### src/rtl/prog_loader_pkg.sv
// Shared types and constants for the byte-stream program loader.
package prog_loader_pkg;

    typedef enum logic [1:0] {
        ST_LEN   = 2'd0,
        ST_DATA  = 2'd1,
        ST_CHECK = 2'd2,
        ST_RUN   = 2'd3
    } state_t;

    localparam int WORD_BYTES = 4;

endpackage

### src/rtl/prog_loader_if.sv
// Stream input and instruction-memory write bus of the program loader.
interface prog_loader_if #(
    parameter int ADDR_W = 8
);
    logic [7:0]        in_data;
    logic              in_valid;
    logic              in_ready;
    logic              load_req;
    logic              mem_we;
    logic [ADDR_W-1:0] mem_addr;
    logic [31:0]       mem_din;
    logic              core_reset;
    logic              error;
    logic [8:0]        words_loaded;

    modport master (
        output in_data, in_valid, load_req,
        input  in_ready, mem_we, mem_addr, mem_din, core_reset, error, words_loaded
    );

    modport slave (
        input  in_data, in_valid, load_req,
        output in_ready, mem_we, mem_addr, mem_din, core_reset, error, words_loaded
    );
endinterface

### src/rtl/prog_loader_assembler.sv
// Packs accepted bytes little-endian into a 32-bit word; word_done pulses
// the cycle after the fourth byte, while word holds the completed value.
module word_assembler
    import prog_loader_pkg::*;
(
    input  logic        clk,
    input  logic        reset,
    input  logic [7:0]  in_byte,
    input  logic        accept,
    input  logic        clear,
    output logic [1:0]  byte_cnt,
    output logic [31:0] word,
    output logic        word_done
);

    always_ff @(posedge clk) begin
        if (reset) begin
            byte_cnt  <= '0;
            word      <= '0;
            word_done <= 1'b0;
        end else if (clear) begin
            byte_cnt  <= '0;
            word_done <= 1'b0;
        end else begin
            word_done <= accept && (byte_cnt == 2'(WORD_BYTES - 1));
            if (accept) begin
                word[{byte_cnt, 3'b000} +: 8] <= in_byte;
                byte_cnt                      <= byte_cnt + 2'd1;
            end
        end
    end

endmodule

### src/rtl/prog_loader.sv
// Program loader: parses LEN / data / CHK frames, writes words to instruction
// memory from address 0 and holds the core in reset until the checksum matches.
module prog_loader
    import prog_loader_pkg::*;
#(
    parameter int ADDR_W = 8
) (
    input logic           clk,
    input logic           reset,
    prog_loader_if.slave  bus
);

    state_t            state;
    state_t            state_next;
    logic [7:0]        len;
    logic [7:0]        chk_xor;
    logic [8:0]        words_loaded;
    logic [ADDR_W-1:0] mem_addr_q;
    logic              error_q;
    logic              core_reset_q;

    logic              accept;
    logic              len_fits;
    logic              last_byte;
    logic [9:0]        len_plus1;
    logic [9:0]        depth;

    logic [1:0]        byte_cnt;
    logic [31:0]       word;
    logic              word_done;

    // load_req takes priority over a coincident byte, which is simply dropped
    assign accept    = bus.in_valid && bus.in_ready && !bus.load_req;
    assign len_plus1 = {2'b00, bus.in_data} + 10'd1;
    assign depth     = 10'd1 << ADDR_W;
    assign len_fits  = (len_plus1 <= depth);
    assign last_byte = (byte_cnt == 2'(WORD_BYTES - 1));

    word_assembler u_asm (
        .clk       (clk),
        .reset     (reset),
        .in_byte   (bus.in_data),
        .accept    (accept && (state == ST_DATA)),
        .clear     (bus.load_req),
        .byte_cnt  (byte_cnt),
        .word      (word),
        .word_done (word_done)
    );

    always_ff @(posedge clk) begin
        if (reset) state <= ST_LEN;
        else       state <= state_next;
    end

    always_comb begin
        state_next = state;
        if (bus.load_req) begin
            state_next = ST_LEN;
        end else begin
            case (state)
                ST_LEN:   if (accept && len_fits) state_next = ST_DATA;
                ST_DATA:  if (accept && last_byte && (words_loaded == {1'b0, len}))
                              state_next = ST_CHECK;
                ST_CHECK: if (accept)
                              state_next = (bus.in_data == chk_xor) ? ST_RUN : ST_LEN;
                ST_RUN:   state_next = ST_RUN;
                default:  state_next = ST_LEN;
            endcase
        end
    end

    always_ff @(posedge clk) begin
        if (reset) begin
            len          <= '0;
            chk_xor      <= '0;
            words_loaded <= '0;
            mem_addr_q   <= '0;
            error_q      <= 1'b0;
            core_reset_q <= 1'b1;
        end else begin
            core_reset_q <= (state_next != ST_RUN);
            if (bus.load_req) begin
                chk_xor <= '0;
                if (state != ST_RUN) words_loaded <= '0;
            end else if (accept) begin
                case (state)
                    ST_LEN: begin
                        error_q      <= !len_fits;
                        words_loaded <= '0;
                        len          <= bus.in_data;
                        chk_xor      <= len_fits ? bus.in_data : 8'h00;
                    end
                    ST_DATA: begin
                        chk_xor <= chk_xor ^ bus.in_data;
                        // Address and count step together so they line up with word_done
                        if (last_byte) begin
                            mem_addr_q   <= words_loaded[ADDR_W-1:0];
                            words_loaded <= words_loaded + 9'd1;
                        end
                    end
                    ST_CHECK: begin
                        if (bus.in_data != chk_xor) error_q <= 1'b1;
                    end
                    default: ;
                endcase
            end
        end
    end

    assign bus.in_ready     = (state != ST_RUN);
    assign bus.mem_we       = word_done;
    assign bus.mem_addr     = mem_addr_q;
    assign bus.mem_din      = word;
    assign bus.core_reset   = core_reset_q;
    assign bus.error        = error_q;
    assign bus.words_loaded = words_loaded;

endmodule

### src/flat_wrapper.sv
// flat-port wrapper written by rule: the top's interface ports become plain ports
module prog_loader_flat import prog_loader_pkg::*;
#(
    parameter int ADDR_W = 8
)
  (clk, reset, bus_in_data, bus_in_valid, bus_load_req, bus_in_ready, bus_mem_we, bus_mem_addr, bus_mem_din, bus_core_reset, bus_error, bus_words_loaded);
  prog_loader_if #(.ADDR_W(ADDR_W)) bus_i ();
  input logic clk;
  input logic reset;
  input wire logic [$bits(bus_i.in_data)-1:0] bus_in_data;
  input wire logic [$bits(bus_i.in_valid)-1:0] bus_in_valid;
  input wire logic [$bits(bus_i.load_req)-1:0] bus_load_req;
  output wire logic [$bits(bus_i.in_ready)-1:0] bus_in_ready;
  output wire logic [$bits(bus_i.mem_we)-1:0] bus_mem_we;
  output wire logic [$bits(bus_i.mem_addr)-1:0] bus_mem_addr;
  output wire logic [$bits(bus_i.mem_din)-1:0] bus_mem_din;
  output wire logic [$bits(bus_i.core_reset)-1:0] bus_core_reset;
  output wire logic [$bits(bus_i.error)-1:0] bus_error;
  output wire logic [$bits(bus_i.words_loaded)-1:0] bus_words_loaded;
  assign bus_i.in_data = bus_in_data;
  assign bus_i.in_valid = bus_in_valid;
  assign bus_i.load_req = bus_load_req;
  assign bus_in_ready = bus_i.in_ready;
  assign bus_mem_we = bus_i.mem_we;
  assign bus_mem_addr = bus_i.mem_addr;
  assign bus_mem_din = bus_i.mem_din;
  assign bus_core_reset = bus_i.core_reset;
  assign bus_error = bus_i.error;
  assign bus_words_loaded = bus_i.words_loaded;
  prog_loader #(.ADDR_W(ADDR_W)) u_core (.clk(clk), .reset(reset), .bus(bus_i));
endmodule
### config.mk
export PLATFORM = sky130hd
export DESIGN_NAME = prog_loader_flat
export DESIGN_NICKNAME = d
export VERILOG_FILES = /design/src/rtl/prog_loader_pkg.sv /design/src/rtl/prog_loader_if.sv /design/src/rtl/prog_loader_assembler.sv /design/src/rtl/prog_loader.sv /design/src/flat_wrapper.sv
export SDC_FILE = /design/constraint.sdc
export NUM_CORES = 1
export LEC_CHECK = 0
export ABC_CLOCK_PERIOD_IN_PS = 1960
export CORE_AREA = 2 2 87 89
export CTS_CLUSTER_DIAMETER = 50
export DETAILED_ROUTE_END_ITERATION = 10
export DIE_AREA = 0 0 89 91
export GPL_ROUTABILITY_DRIVEN = 0
export PLACE_DENSITY = 0.74
export SYNTH_ARGS = -nofsm -noshare
export SYNTH_HDL_FRONTEND = slang
export SYNTH_SLANG_ARGS = --single-unit
### constraint.sdc
create_clock -name clk -period 1.96 [get_ports clk]
set_clock_uncertainty 0.15 [all_clocks]
set_input_delay 0.392 -clock clk [delete_from_list [all_inputs] [get_ports clk]]
set_output_delay 0.392 -clock clk [all_outputs]
set_load 0.01 [all_outputs]
# Word level (Yosys, flattened, before mapping)
# Cells that the tools add are included.
classes:
  mux: 16
  n_eq_ne: 12
  bitwise_logic: 2
  shifts: 2
  addsub: 4
  n_reduce_logical: 21
  magnitude_cmp: 1
op_table:
  columns: ["operator", "n"]
  rows:
  - ["9-bit 2-to-1 mux", 4]
  - ["32-bit bitwise mux", 1]
  - ["8-bit by 7-bit variable shift with 32-bit output, first input constant", 1]
  - ["8-bit by 7-bit indexed part select with 32-bit output", 1]
  - ["9-bit case mux with 2 select lines", 1]
  - ["8-bit case mux with 2 select lines", 1]
  - ["4-bit AND reduction", 3]
  - ["10-bit by 9-bit <= comparator with 1-bit output, second input constant", 1]
  - ["2-bit 2-to-1 mux", 5]
  - ["8-bit by 1-bit adder with 9-bit output, second input constant", 1]
  - ["9-bit by 1-bit adder with 9-bit output, second input constant", 1]
  - ["9-bit by 8-bit == test with 1-bit output", 1]
  - ["8-bit == test", 1]
  - ["8-bit 2-to-1 mux", 1]
  - ["8-bit != test", 1]
  - ["2-bit case mux with 4 select lines", 1]
  - ["8-bit XOR", 1]
  - ["1-bit logical AND", 7]
  - ["5-bit negation with 7-bit output", 1]
  - ["2-bit == test, second input constant", 3]
  - ["2-bit nonzero test", 3]
  - ["2-bit by 1-bit != test with 1-bit output, second input constant", 2]
  - ["2-bit != test, second input constant", 2]
  - ["2-bit AND reduction", 2]
  - ["11 further kinds", 12]
word_totals:
  input_bits: 12
  regBits: 72
  word_cells: 68
  out_inout_bits: 53

# Logic depth before layout (Yosys ltp)
depth:
  depth_word: 9
  ltp_mapped: 8
  ltp_nobuf: 6

# Hierarchy
# A second synthesis with hierarchy kept.
hier_totals:
  hier_cells: 335
  hier_area_um2: 3190.6
by_module_without_submodules:
  columns: ["module", "area_each_um2", "seq_area_each_um2", "cells_each", "n_inst"]
  rows:
  - ["prog_loader", 1878.1, 740.7, 232, 1]
  - ["word_assembler", 1312.5, 700.7, 103, 1]

# Worst setup path after synthesis
# No wires, ideal clock.
synth_path:
  kind: "reg2reg"
  from: "register u_core.u_asm.byte_cnt[0]"
  to: "register u_core.u_asm.word[21]"
  period_less_slack_ns: 1.979
  path_buffers: 0
  required_ns: 1.739
  stages_incl_launch_ff: 6
  arrival_time_ns: 1.758
  setup_time_ns: 0.071
  slack_ns: -0.019
  cell_sequence: "dfxtp_1 inv_1 ha_1 nor3b_1 nand3_1 a21oi_1"
synth_between:
  elab_chain_cells: 3
  elab_cells_between_ends: 4
  cone_classes: "1 x add/sub; 2 x shift; 1 x mux"
synth_rtl:
  columns: ["item", "line_no", "rtl"]
  rows:
  - ["from (decl)", "prog_loader_assembler.sv:11", "output logic [1:0] byte_cnt,"]
  - ["from (signal assigned)", "prog_loader_assembler.sv:28", "byte_cnt <= byte_cnt + 2'd1;"]
  - ["5-bit negation with 7-bit output (*)", "prog_loader_assembler.sv:27", "word[{byte_cnt, 3'b000} +: 8] <= in_byte;"]
  - ["8-bit by 7-bit indexed part select with 32-bit output or 8-bit by 7-bit variable shift with 32-bit output (tied branches)", "prog_loader_assembler.sv:27", null]
  - ["32-bit bitwise mux (*)", "prog_loader_assembler.sv:27", null]
  - ["to (signal, indexed assignment)", "prog_loader_assembler.sv:27", null]
  - ["to (decl)", "prog_loader_assembler.sv:12", "output logic [31:0] word,"]
# Mark *: on every way between the ends. The rest lies on a longest branch, timed or not.
# A chain may end at the register's enable or synchronous reset.

# Final worst setup path
layout_path:
  from: "register u_core.words_loaded[5], in the netlist u_core.bus.words_loaded[5]"
  to: "output port bus_words_loaded[5]"
layout_rtl:
  columns: ["item", "line_no", "rtl"]
  rows:
  - ["from (decl)", "prog_loader.sv:17", "logic [8:0] words_loaded;"]
  - ["from (signal assigned)", "prog_loader.sv:98", "words_loaded <= words_loaded + 9'd1;"]
  - ["to (decl)", "flat_wrapper.sv:19", "output wire logic [$bits(bus_i.words_loaded)-1:0] bus_words_loaded;"]
# No word-level cell between the ends.

==> flow_metrics.tcl <==
set metrics [dict create \
    drtAntennaViolNets 0 \
    drive_above_1_share_pct 13.83 \
    cts-root-buf "clkbuf_8" \
    final_nets 483 \
    synthCells 390 \
    r2r_end "u_core.u_asm.word[21]$_SDFFE_PP0P_" \
    switching_power_w 0.0007180 \
    endpoint "bus_words_loaded[5]" \
    synth_area_leaders "dfxtp_1, nand2_1, a21oi_1, nand3_1, a22oi_1" \
    grt_overflow 0 \
    netlist_area_sq_um 3186 \
    design_area_sq_um 4267 \
    met1_length_microns 3513 \
    finalSetupViolCount 0 \
    worstPathRequired_ps 1420 \
    cts_max_level 3 \
    first_iter_violations 157 \
    die_y_microns 91 \
    avgSynthCellArea_sq_um 8.168 \
    die_area_sq_um 8099 \
    critPathTopFamily "buffers and inverters" \
    top_layer "met4" \
    drv_slew 0 \
    grt_pass1_vias 2878 \
    synth.most_common_cell "nand2_1" \
    crit_path_start "u_core.bus.words_loaded[5]$_SDFFE_PP0P_" \
    area_growth_syn_to_layout_pct 33.94 \
    ys.flop_type "dfxtp_1" \
    cts.clk_slew.worst_paths_ps 80 \
    crit_path_start_kind "register" \
    diodes 0 \
    critical_path_peak_fanout 7 \
    vdd_ir_drop_max_mv 0.4700 \
    cts_tree "yes" \
    hold_viol 0 \
    regToRegSetupSlack_ps 130 \
    wl_met2_microns 3736 \
    yosys_register_bits 72 \
    final.fill_count 669 \
    grt_pass1_wl_microns 13110 \
    clkPwrFrac_pct 40.7 \
    dp_hpwl_microns 5772 \
    power_frac_comb_pct 7.7 \
    drt-total-wl_microns 8038 \
    path_class "reg2out" \
    grt_usage_pct 21.00 \
    ys_seq_area_share_pct 45.25 \
    min_path_type "reg2reg" \
    max_slew_margin_pct 72.10 \
    worst_path_max_delay_cell "clkdlybuf4s50_1" \
    tightest_slew_ps 418.5 \
    synth_edf_count 0 \
    portBuffers 64 \
    io_pins 65 \
    max_freq_mhz 524.2 \
    utilization_pct 59.78 \
    synth.largest_area_cell "dfxtp_1" \
    grt_max_degree 42 \
    synth_top_area_share_pct 45.25 \
    core_area_sq_um 7137 \
    p_leak_nw 1.469 \
    rsz0062_at_grt "no" \
    antenna_found_initial 0 \
    synth_cell_types 40 \
    viasPerCell 5.169 \
    vias 2941 \
    drc 0 \
    start_util_pct 44.64 \
    path_buf_inv 1 \
    dieWidth_microns 89 \
    min_period_ps 1908 \
    place_area_sq_um 4060 \
    holdWs_ps 300.0 \
    wl_met3_microns 582 \
    crit_path_max_incr_delay_ps 570 \
    finalSetupTns_ps 0 \
    dr.pass1.iters 4 \
    r2r_start "u_core.u_asm.byte_cnt[1]$_SDFFE_PP0P_" \
    cts.sinks 72 \
    crit_chain "clkdlybuf4s50_1" \
    synthArstFlopShare_pct 0 \
    swShare_pct 24.85 \
    status "finished, final reports clean" \
    worst_ep_arrival_time_ps 1370 \
    r2r_cells 6 \
    maxCapViolations 0 \
    synth.yosys.warnings 0 \
    syn_nets 408 \
    cts_buffers 9 \
    rows 31 \
    p_seq_share_pct 51.7 \
    period_share_pct 97.34 \
    power_density_nw_per_um2 677.1 \
    clk_latency_ps 360 \
    clockBufferDepth 2 \
    routedWlPerCell_microns 14.13 \
    synth_common_cells "nand2_1, dfxtp_1, a21oi_1, nor2_1, nand3_1" \
    internal-power_w 0.002171 \
    worst_setup_path_end_kind "primary output" \
    cp.depth 1 \
]
==> stage by stage <==
| step | cells | setup WS [ps] | total power (W) |
|---|---|---|---|
| 6_report | 569 | 52.18 | 0.002889 |
| 5_1_grt | 569 | 9.657 | 0.003011 |
| 4_1_cts | 569 | 9.808 | 0.002920 |
| 3_5_place_dp | 553 | -213.0 | 0.001749 |
| 3_3_place_gp | 553 | -131.7 | 0.001744 |
| 2_1_floorplan | 390 | -18.61 | 0.001659 |
==> worst min path at each step <==
stage / end / startpoint / cells past startpoint
2_1_floorplan: u_core.len[5]$_SDFFE_PP0P_ / u_core.len[5]$_SDFFE_PP0P_ / 2
3_3_place_gp: u_core.bus.mem_addr[3]$_SDFFE_PP0P_ / u_core.bus.mem_addr[3]$_SDFFE_PP0P_ / 2
3_5_place_dp: u_core.bus.mem_addr[0]$_SDFFE_PP0P_ / u_core.bus.mem_addr[0]$_SDFFE_PP0P_ / 2
4_1_cts: u_core.u_asm.word[7]$_SDFFE_PP0P_ / u_core.u_asm.word[7]$_SDFFE_PP0P_ / 2
5_1_grt: u_core.len[5]$_SDFFE_PP0P_ / u_core.len[5]$_SDFFE_PP0P_ / 2
6_report: u_core.u_asm.word[7]$_SDFFE_PP0P_ / u_core.u_asm.word[7]$_SDFFE_PP0P_ / 2
==> flip-flops by register name, summed over array words and instances, names as in the netlist <==
signal / flops
u_core.len: 8
u_core.chk_xor: 8
u_core.u_asm.word_done: 1
u_core.state: 2
u_core.u_asm.word: 32
u_core.bus.mem_addr: 8
u_core.bus.error: 1
u_core.bus.core_reset: 1
u_core.u_asm.byte_cnt: 2
u_core.bus.words_loaded: 9
==> cells by family (layout without fill, tap and decap cells) <==
logic type                 after synthesis  in the layout  synth area share [%]
buffers and inverters                   38            118                 5.342
DFF                                     72             72                 45.25
adders and majority gates                6              6                 2.357
AOI/OAI and AO/OA                       91             91                 16.77
xor gates and xnor gates                22             22                 6.049
and+or+nand+nor                        161            161                 24.23
==> metal layers <==
layer	GRT usage [%]	vias up
li1	-	1468
met4	11.82	0
met2	33.40	100
met1	25.00	1355
met5	0	-
met3	5.909	18
==> final cells by class <==
type | count | area (sq um) | area share (%)
well taps | 99 | 123.9 | 2.903
multi-input cells | 280 | 1574 | 36.89
inverters | 8 | 30.03 | 0.7038
flip-flops and latches | 72 | 1451 | 34.02
clock inverters | 6 | 68.82 | 1.613
repair buffers | 94 | 890.9 | 20.88
clock buffers | 10 | 127.6 | 2.991
==> timing repair <==
action | 4_1_cts | 5_1_grt
buffers inserted | 0 | 0
gates resized for setup | 5 | 3
endpoints found under the hold margin | 0 | 0
hold buffers | 0 | 0
setup endpoints to repair | 5 | 3
==> power by group through the flow <==
| stage | clock network (W) | registers, W | logic, W |
|---|---|---|---|
| finish | 0.00117 | 0.00149 | 0.000221 |
| global route | 0.00127 | 0.00150 | 0.000241 |
| CTS | 0.00120 | 0.00149 | 0.000222 |
| detailed placement | 0 | 0.00153 | 0.000221 |
| global placement | 0 | 0.00153 | 0.000217 |
| floorplan | 0 | 0.00153 | 0.000133 |
==> worst register-to-register path: stages (launching register included) <==
cell	delay, ps
dfxtp_1	420
inv_1	110
ha_1	420
nor3b_1	230
buf_4	190
nand3_1	80
a21oi_1	160
==> cell usage in the layout, fill, tap and decap left out, drive strengths merged, types with 3 or more instances in the layout <==
cell / netlist / final
a21oi: 47 / 47
a22oi: 16 / 16
and2: 4 / 4
buf: 10 / 30
clkbuf: 20 / 10
clkdlybuf4s50: 0 / 64
clkinv: 0 / 3
dfxtp: 72 / 72
ha: 6 / 6
inv: 8 / 9
nand2: 77 / 77
nand3: 27 / 27
nor2: 29 / 29
nor3: 4 / 4
nor3b: 4 / 4
nor4: 5 / 5
o21ai: 19 / 19
or3: 3 / 3
xnor2: 13 / 13
xor2: 9 / 9
(Power assumes the default switching activity.)
